**src/rtl/icache_pkg.sv**
```systemverilog
// icache_pkg: shared state encoding and default geometry for the direct-mapped instruction cache.
package icache_pkg;
  typedef enum logic [1:0] {IDLE, FILL, DONE} state_e;
  localparam int LINES = 16;
  localparam int WORDS_PER_LINE = 4;
  localparam int ADDR_WIDTH = 32;
  localparam int OFF_W = $clog2(WORDS_PER_LINE);
  localparam int IDX_W = $clog2(LINES);
  localparam int TAG_W = ADDR_WIDTH - IDX_W - OFF_W - 2;
endpackage

```
**src/rtl/icache_fill_fsm.sv**
```systemverilog
// icache_fill_fsm: line-fill sequencer owning state, beat counter, base latch, abort flag and bus handshake.
module icache_fill_fsm
  import icache_pkg::*;
#(
  parameter int ADDR_W = 32,
  parameter int BEAT_W = 2
) (
  input  logic              clk,
  input  logic              reset,
  input  logic              start,
  input  logic              flush,
  input  logic              mem_ack,
  input  logic [ADDR_W-1:0] base_in,
  output state_e            state,
  output logic [BEAT_W-1:0] beat,
  output logic [ADDR_W-1:0] base,
  output logic              abort,
  output logic              last_ack,
  output logic              mem_req,
  output logic [ADDR_W-1:0] mem_addr
);
  state_e state_q, state_d;
  logic [BEAT_W-1:0] beat_q, beat_d;
  logic [ADDR_W-1:0] base_q, base_d;
  logic abort_q, abort_d;
  always_comb begin
    mem_req  = state_q == FILL;
    mem_addr = mem_req ? base_q | ADDR_W'({beat_q, 2'b00}) : '0;
    last_ack = mem_req && mem_ack && beat_q == '1;
    state_d  = state_q == IDLE ? (start ? FILL : IDLE) :
               state_q == FILL ? (last_ack ? DONE : FILL) : IDLE;
    beat_d   = mem_req && mem_ack ? beat_q + BEAT_W'(1) : beat_q;
    base_d   = state_q == IDLE && start ? base_in : base_q;
    abort_d  = state_q == IDLE ? (start ? 1'b0 : abort_q) : abort_q | flush;
  end
  always_ff @(posedge clk) begin
    if (reset) begin
      state_q <= IDLE;
      beat_q  <= '0;
      base_q  <= '0;
      abort_q <= 1'b0;
    end else begin
      state_q <= state_d;
      beat_q  <= beat_d;
      base_q  <= base_d;
      abort_q <= abort_d;
    end
  end
  assign state = state_q;
  assign beat  = beat_q;
  assign base  = base_q;
  assign abort = abort_q;
endmodule

```
**src/rtl/icache_dm.sv**
```systemverilog
// icache_dm: direct-mapped read-only instruction cache; hit/miss counters built only with ICACHE_STATS_EN.
module icache_dm
  import icache_pkg::*;
#(
  parameter int LINES          = icache_pkg::LINES,
  parameter int WORDS_PER_LINE = icache_pkg::WORDS_PER_LINE,
  parameter int ADDR_WIDTH     = icache_pkg::ADDR_WIDTH
) (
  input  logic                  clk,
  input  logic                  reset,
  input  logic [ADDR_WIDTH-1:0] PCF,
  input  logic                  FlushI,
  output logic [31:0]           InstrF,
  output logic                  IStallF,
  output logic                  mem_req,
  output logic [ADDR_WIDTH-1:0] mem_addr,
  input  logic                  mem_ack,
  input  logic [31:0]           mem_rdata,
  output logic [31:0]           hit_cnt,
  output logic [31:0]           miss_cnt
);
  localparam int OW = $clog2(WORDS_PER_LINE);
  localparam int IW = $clog2(LINES);
  localparam int TW = ADDR_WIDTH - IW - OW - 2;
  logic [31:0] data_mem [LINES][WORDS_PER_LINE];
  logic [TW-1:0] tag_mem [LINES];
  logic [LINES-1:0] valid_q, valid_d;
  logic [OW-1:0] off, beat;
  logic [IW-1:0] idx, fill_idx;
  logic [ADDR_WIDTH-1:0] base, line_base;
  logic hit, start, abort, last_ack;
  state_e state;
  assign off       = PCF[2 +: OW];
  assign idx       = PCF[2+OW +: IW];
  assign fill_idx  = base[2+OW +: IW];
  assign line_base = {PCF[ADDR_WIDTH-1:OW+2], {(OW+2){1'b0}}};
  always_comb begin
    hit     = state == IDLE && valid_q[idx] && tag_mem[idx] == PCF[ADDR_WIDTH-1 -: TW];
    start   = state == IDLE && !hit;
    IStallF = !hit;
    InstrF  = hit ? data_mem[idx][off] : '0;
    valid_d = FlushI ? '0 : valid_q;
    if (last_ack && !abort && !FlushI) valid_d[fill_idx] = 1'b1;
  end
  icache_fill_fsm #(.ADDR_W(ADDR_WIDTH), .BEAT_W(OW)) u_fsm (
    .clk      (clk),
    .reset    (reset),
    .start    (start),
    .flush    (FlushI),
    .mem_ack  (mem_ack),
    .base_in  (line_base),
    .state    (state),
    .beat     (beat),
    .base     (base),
    .abort    (abort),
    .last_ack (last_ack),
    .mem_req  (mem_req),
    .mem_addr (mem_addr)
  );
  always_ff @(posedge clk) begin
    valid_q <= reset ? '0 : valid_d;
    if (mem_req && mem_ack) data_mem[fill_idx][beat] <= mem_rdata;
    if (last_ack) tag_mem[fill_idx] <= base[ADDR_WIDTH-1 -: TW];
  end
`ifdef ICACHE_STATS_EN
  logic [31:0] hit_cnt_q, hit_cnt_d, miss_cnt_q, miss_cnt_d;
  always_comb begin
    hit_cnt_d  = hit_cnt_q + 32'(hit && hit_cnt_q != '1);
    miss_cnt_d = miss_cnt_q + 32'(start && miss_cnt_q != '1);
  end
  always_ff @(posedge clk) begin
    hit_cnt_q  <= reset ? '0 : hit_cnt_d;
    miss_cnt_q <= reset ? '0 : miss_cnt_d;
  end
  assign hit_cnt  = hit_cnt_q;
  assign miss_cnt = miss_cnt_q;
`else
  assign hit_cnt  = '0;
  assign miss_cnt = '0;
`endif
endmodule

```
**config.mk**
```make
export PLATFORM = sky130hd
export DESIGN_NAME = icache_dm
export DESIGN_NICKNAME = d
export VERILOG_FILES = /design/src/rtl/icache_pkg.sv /design/src/rtl/icache_fill_fsm.sv /design/src/rtl/icache_dm.sv
export SDC_FILE = /design/constraint.sdc
export NUM_CORES = 2
export LEC_CHECK = 0
export ABC_AREA = 1
export CORE_MARGIN = 1.5
export CORE_UTILIZATION = 50
export CTS_BUF_LIST = sky130_fd_sc_hd__clkbuf_8 sky130_fd_sc_hd__clkbuf_16
export DETAILED_ROUTE_END_ITERATION = 7
export MAX_ROUTING_LAYER = met4
export PLACE_DENSITY = 0.69
export SYNTH_ARGS = -nofsm -noshare
export SYNTH_HDL_FRONTEND = slang
export SYNTH_SLANG_ARGS = --single-unit
```
**constraint.sdc**
```tcl
create_clock -name clk -period 3.8 [get_ports clk]
set_clock_uncertainty 0.2 [all_clocks]
set_input_delay 0.38 -clock clk [delete_from_list [all_inputs] [get_ports clk]]
set_output_delay 0.38 -clock clk [all_outputs]
set_load 0.01 [all_outputs]
```
# Word-level counts from Yosys, hierarchy flattened
# Memory sizes are Yosys's and may differ from the RTL's.
# Index checks and enable logic that the tools add are counted.
# totals
word_cells	60
memories	2
register_bits	49
out_inout_bits	130
in_bits	68
ram_bits	2432
# op_classes
n_lt_le_gt_ge	6
mux	23
n_eq_ne	4
reduce_logical	14
addsub	1
bitwise	5
# memory_table
name	depth	word_bits	rd	rd_ports_with_merged_regs	wr	line_no	rtl
data_mem	16	128	1	0	1	icache_dm.sv:25	logic [31:0] data_mem [LINES][WORDS_PER_LINE];
tag_mem	16	24	1	0	1	icache_dm.sv:26	logic [TW-1:0] tag_mem [LINES];
# op_table
operator	n
32-bit 2-to-1 mux	5
128-bit 2-to-1 mux	1
32-bit binary-select mux with 2-bit select	1
32-bit demux with 2-bit select	1
16-bit 2-to-1 mux	2
32-bit by 4-bit bitwise OR with 32-bit output	1
24-bit == test	1
16-bit bitwise OR	1
1-bit logical AND	10
4-bit by 5-bit < comparator with 1-bit output, second input constant	2
1-bit 2-to-1 mux	8
3-bit greater-or-equal comparator, second input constant	2
2-bit 2-to-1 mux	3
2-bit NOT with 3-bit output	2
1-bit binary-select mux with 4-bit select	1
1-bit demux with 4-bit select	1
4-bit by 1-bit greater-or-equal comparator with 1-bit output, second input constant	1
1-bit logical NOT	3
3-bit by 1-bit < comparator with 1-bit output, second input constant	1
2-bit by 1-bit adder with 2-bit output, second input constant	1
2-bit by 1-bit == test with 1-bit output, second input constant	1
2-bit == test, second input constant	1
2-bit logical NOT	1
2-bit by 1-bit inequality test with 1-bit output, second input constant	1
1-bit bitwise OR	1

# Depth between registers and ports, before layout
# logic_depth
depth_word	8
ltp_mapped	21
ltp_nobuf	16

# Hierarchy
# From an unflattened synthesis, not the netlist that was laid out.
# hier_totals
hier_cells	8717
hier_area_um2	101757.6
# modules_own_cells
mod	n_inst	area_per_inst_um2	seq_area_each_um2	cells_per_inst
icache_dm	1	99945.9	73350.3	8443
icache_fill_fsm	1	1811.7	740.7	274

# Worst setup path before layout
# No wires, ideal clock.
# synth_timing
path_type	reg-to-reg
from	reg u_fsm.state_q[0], in the netlist u_fsm.state[0]
to	mem data_mem[11][0] (netlist bit), enable pin
stages_incl_launch_ff	8
arrival_ns	3.636
path_slack_ns	-0.507
synth_period_minus_slack_ns	4.307
required_ns	3.130
setup_ns	0.470
n_path_buf	1
path_cell_list	dfxtp_1 -> inv_1 -> nor2_1 -> nand2_1 -> inv_1 -> nand2_1 -> clkbuf_1 -> nor2_1
# synth_between
elab_chain_len	4
# synth_rtl
item	line_no	rtl
from (decl)	icache_fill_fsm.sv:22	state_e state_q, state_d;
from (signal assigned)	icache_fill_fsm.sv:43	state_q <= state_d;
2-bit by 1-bit == test with 1-bit output	icache_fill_fsm.sv:27	mem_req = state_q == FILL;
named net mem_req	icache_dm.sv:15	output logic mem_req,
1-bit logical AND	icache_dm.sv:62	if (mem_req && mem_ack) data_mem[fill_idx][beat] <= mem_rdata;
1-bit 2-to-1 mux	icache_dm.sv:62	
128-bit 2-to-1 mux (implied by the code)	icache_dm.sv:62	
to (decl)	icache_dm.sv:25	
# The timed path passes the listed nets, and every way through them passes these cells.

# Worst setup path in the final report
# layout_timing
from	mem tag_mem[4][5] (netlist bit)
to	out InstrF[26]
# layout_between
elab_chain_len	4
# layout_rtl
item	line_no	rtl
from (decl)	icache_dm.sv:26	
memory 16 x 24 bit	--	
24-bit == test	icache_dm.sv:38	hit = state == IDLE && valid_q[idx] && tag_mem[idx] == PCF[ADDR_WIDTH-1 -: TW];
1-bit logical AND	icache_dm.sv:38	
32-bit 2-to-1 mux	icache_dm.sv:41	InstrF = hit ? data_mem[idx][off] : '0;
to (decl)	icache_dm.sv:13	output logic [31:0] InstrF,
# No other way between the ends.

==> metrics.cfg <==
[synthesis]
ys_warn_count = 0
synthArstFlopShare_pct = 0
synth_cell_types = 33
synth-edff-count = 2432
synth_flop_cell = edfxtp_1
ys_seq_elements = 2481
yosysSeqAreaShare_pct = 74.4
syn_inst = 7734
postSynthAreaPerCell_um2 = 12.9
syn_area_mm2 = 0.0995

[clock_network]
htree_levels = 4
cts_tree = done
cts_made_buffers = 236
cts_sinks = 2481
cts_buffer_depth = 3
clk_pin_slew_ns = 0.06
clockRootBuffer = clkbuf_16
clkLatencyLatePin_ns = 0.88

[timing]
finalSetupViolCount = 18
fin_ws_ns = -0.106
rsz0062_at_grt = true
hold_violations = 0
period_minus_slack_ns = 3.91
max_freq_mhz = 256
min_period_over_period_pct = 103
slew_headroom_pct = 11.7
drv_slew = 0
tightest_slew_ns = 1.32

[worst_setup_path]
crit_arrival_ns = 3.33
required_ns = 3.22
crit_fanout = 5
startpoint_type = flop
crit_type = flop to primary output
endpoint_kind = primary output

[floorplanning]
ioPinCount = 198
die_w_um = 449
rows = 163
dieHeight_um = 449
coreArea_mm2 = 0.198
start_util_pct = 50.4
dieArea_mm2 = 0.202

[detailed_routing]
drc_errors = 0
wl_per_cell_um = 26.0
dr.first_iter.drc_count = 8503
num_vias = 67200
drt-total-wl_mm = 284
firstDrtPassIters = 8
vias_per_cell = 6.17
final_antenna_net_count = 0

[cells_and_area]
nFillCells = 14700
drive_above_1_share_pct = 12.9
final_common_cell = edfxtp_1
stdcell_count = 10900
layout_common_cells = 2432 x edfxtp_1, 1513 x nand2_1, 587 x nor2_1
fin_nets = 8125
area_growth_pct = 16.6

[place]
finalWeightedCongestion = 0.870
post-dp-hpwl_mm = 160
io_buffer_count = 129
place_inst = 10400

[global_routing]
grt_pass1_wl_mm = 414
grt_usage_pct = 28.3
antenna_found_initial = 12
gr-total-overflow = 0
grt_pass1_vias = 63900
grt_max_degree = 95

[power]
p_leak_nw = 39.7
vdd_drop_max_mv = 0.463
power_mw = 57.4
power_density_mw_per_mm2 = 494

[status]
violations = negative setup slack
outcome = finished, violations left

[hold_path]
min_path_type = input pin to flop

[run]
maxCapViolCount = 0

critical path, stage by stage (launching register included):
cell and delay (ns):
edfxtp_1 0.38, or2_4 0.27, nand3_2 0.08, nand3_2 0.07, nand3_2 0.09, nand2_1 0.05, nand2_1 0.08, nand4_1 0.10
or2_1 0.22, nand3b_1 0.24, buf_12 0.18, buf_16 0.16, buf_12 0.16, nor3_4 0.18, buf_2 0.16
synthesized netlist by cell type (26+ instances only):
library cell | count | area [um2]
nand3_1 | 601 | 3010
a221oi_1 | 38 | 333
dfxtp_1 | 49 | 981
o21ai_1 | 26 | 130
buf_1 | 63 | 236
o22ai_1 | 84 | 526
o221ai_1 | 132 | 1160
a21oi_1 | 523 | 2620
o211ai_1 | 113 | 848
nand2_1 | 1526 | 5730
edfxtp_1 | 2432 | 73000
nor2_1 | 654 | 2450
a32o_1 | 89 | 891
buf_4 | 91 | 683
nor3_1 | 37 | 185
clkbuf_1 | 304 | 1140
a221o_1 | 150 | 1500
o21ai_0 | 486 | 2430
inv_1 | 142 | 533
buf_2 | 157 | 786
per-stage QoR:
stage | cell area, um2 | worst slack (ns) | TNS [ns] | hold WS, ns | utilization (%)
detailed placement | 107000 | -0.327 | -2.22 | 0.255 | 54.3
global route | 116000 | -0.235 | -4.64 | 0.0661 | 58.7
global placement | 107000 | -0.317 | -1.53 | 0.249 | 54.3
CTS | 115000 | -0.115 | -3.50 | 0.0143 | 58.4
finish | 116000 | -0.106 | -0.675 | 0.0568 | 58.7
floorplan | 99800 | -0.507 | -387.48 | 0.242 | -
final cells by class:
class                      instances  area (um2)  area share [%]
timing repair buffer             643        7310            6.30
tap                             2640        3300            2.85
inverter                         146         576           0.496
multi-input combinational       4545       23200            20.0
clock inverter                   189        1550            1.33
antenna                           12        30.0          0.0259
sequential                      2481       74000            63.8
clock buffer                     245        6090            5.24
routing by layer:
metal / vias up / track usage, % / part of all wire [%] / routed length, um
li1: 29200 / - / - / -
met1: 33400 / 36.8 / 38 / 107000
met2: 3909 / 43.6 / 47 / 133000
met3: 746 / 4.42 / 10 / 28500
met4: 0 / 13.7 / 5.4 / 15400
met5: - / - / 0 / 0
cells by family (layout without fill, tap and decap cells):
logic type	after synthesis	after routing	synth area share [%]
DFF	2481	2481	74.4
buffers and inverters	774	1223	3.56
other	1	78	0.00377
AOI/OAI and AO/OA	1643	1643	10.5
adders and majority gates	4	4	0.0503
and+or+nand+nor	2831	2832	11.5
registers in the layout (all words and copies together) (netlist names):
signal,flops
data_mem,2048
tag_mem,384
u_fsm.base,28
valid_q,16
u_fsm.beat,2
u_fsm.state,2
u_fsm.abort,1
report_power, final:
group          internal (mW)  total, mW  switching [mW]  leakage (nW)
clock                   13.0       23.1            10.1          3.89
sequential              30.2       30.3           0.112          22.3
combinational           1.26       3.96            2.70          13.5
final timing paths:
path / endpoint / slack [ns] / cells past startpoint / startpoint
min reg2reg: valid_q[6] / 0.27 / 2 / valid_q[6]
max: InstrF[26] / -0.11 / 14 / tag_mem[4][5]
min: data_mem[14][108] / 0.06 / 1 / mem_rdata[12]
max reg2reg: u_fsm.base[21] / 0.19 / 28 / tag_mem[4][5]
timing repair:
item	CTS	global route
hold buffers	12	0
resized for setup	132	136
buffers inserted	24	9
pin swaps	0	34
endpoints found under the hold margin	251	0
cloned	1	14
endpoints found under the setup margin	33	63
Note: power is estimated with default switching activity, not from simulation.
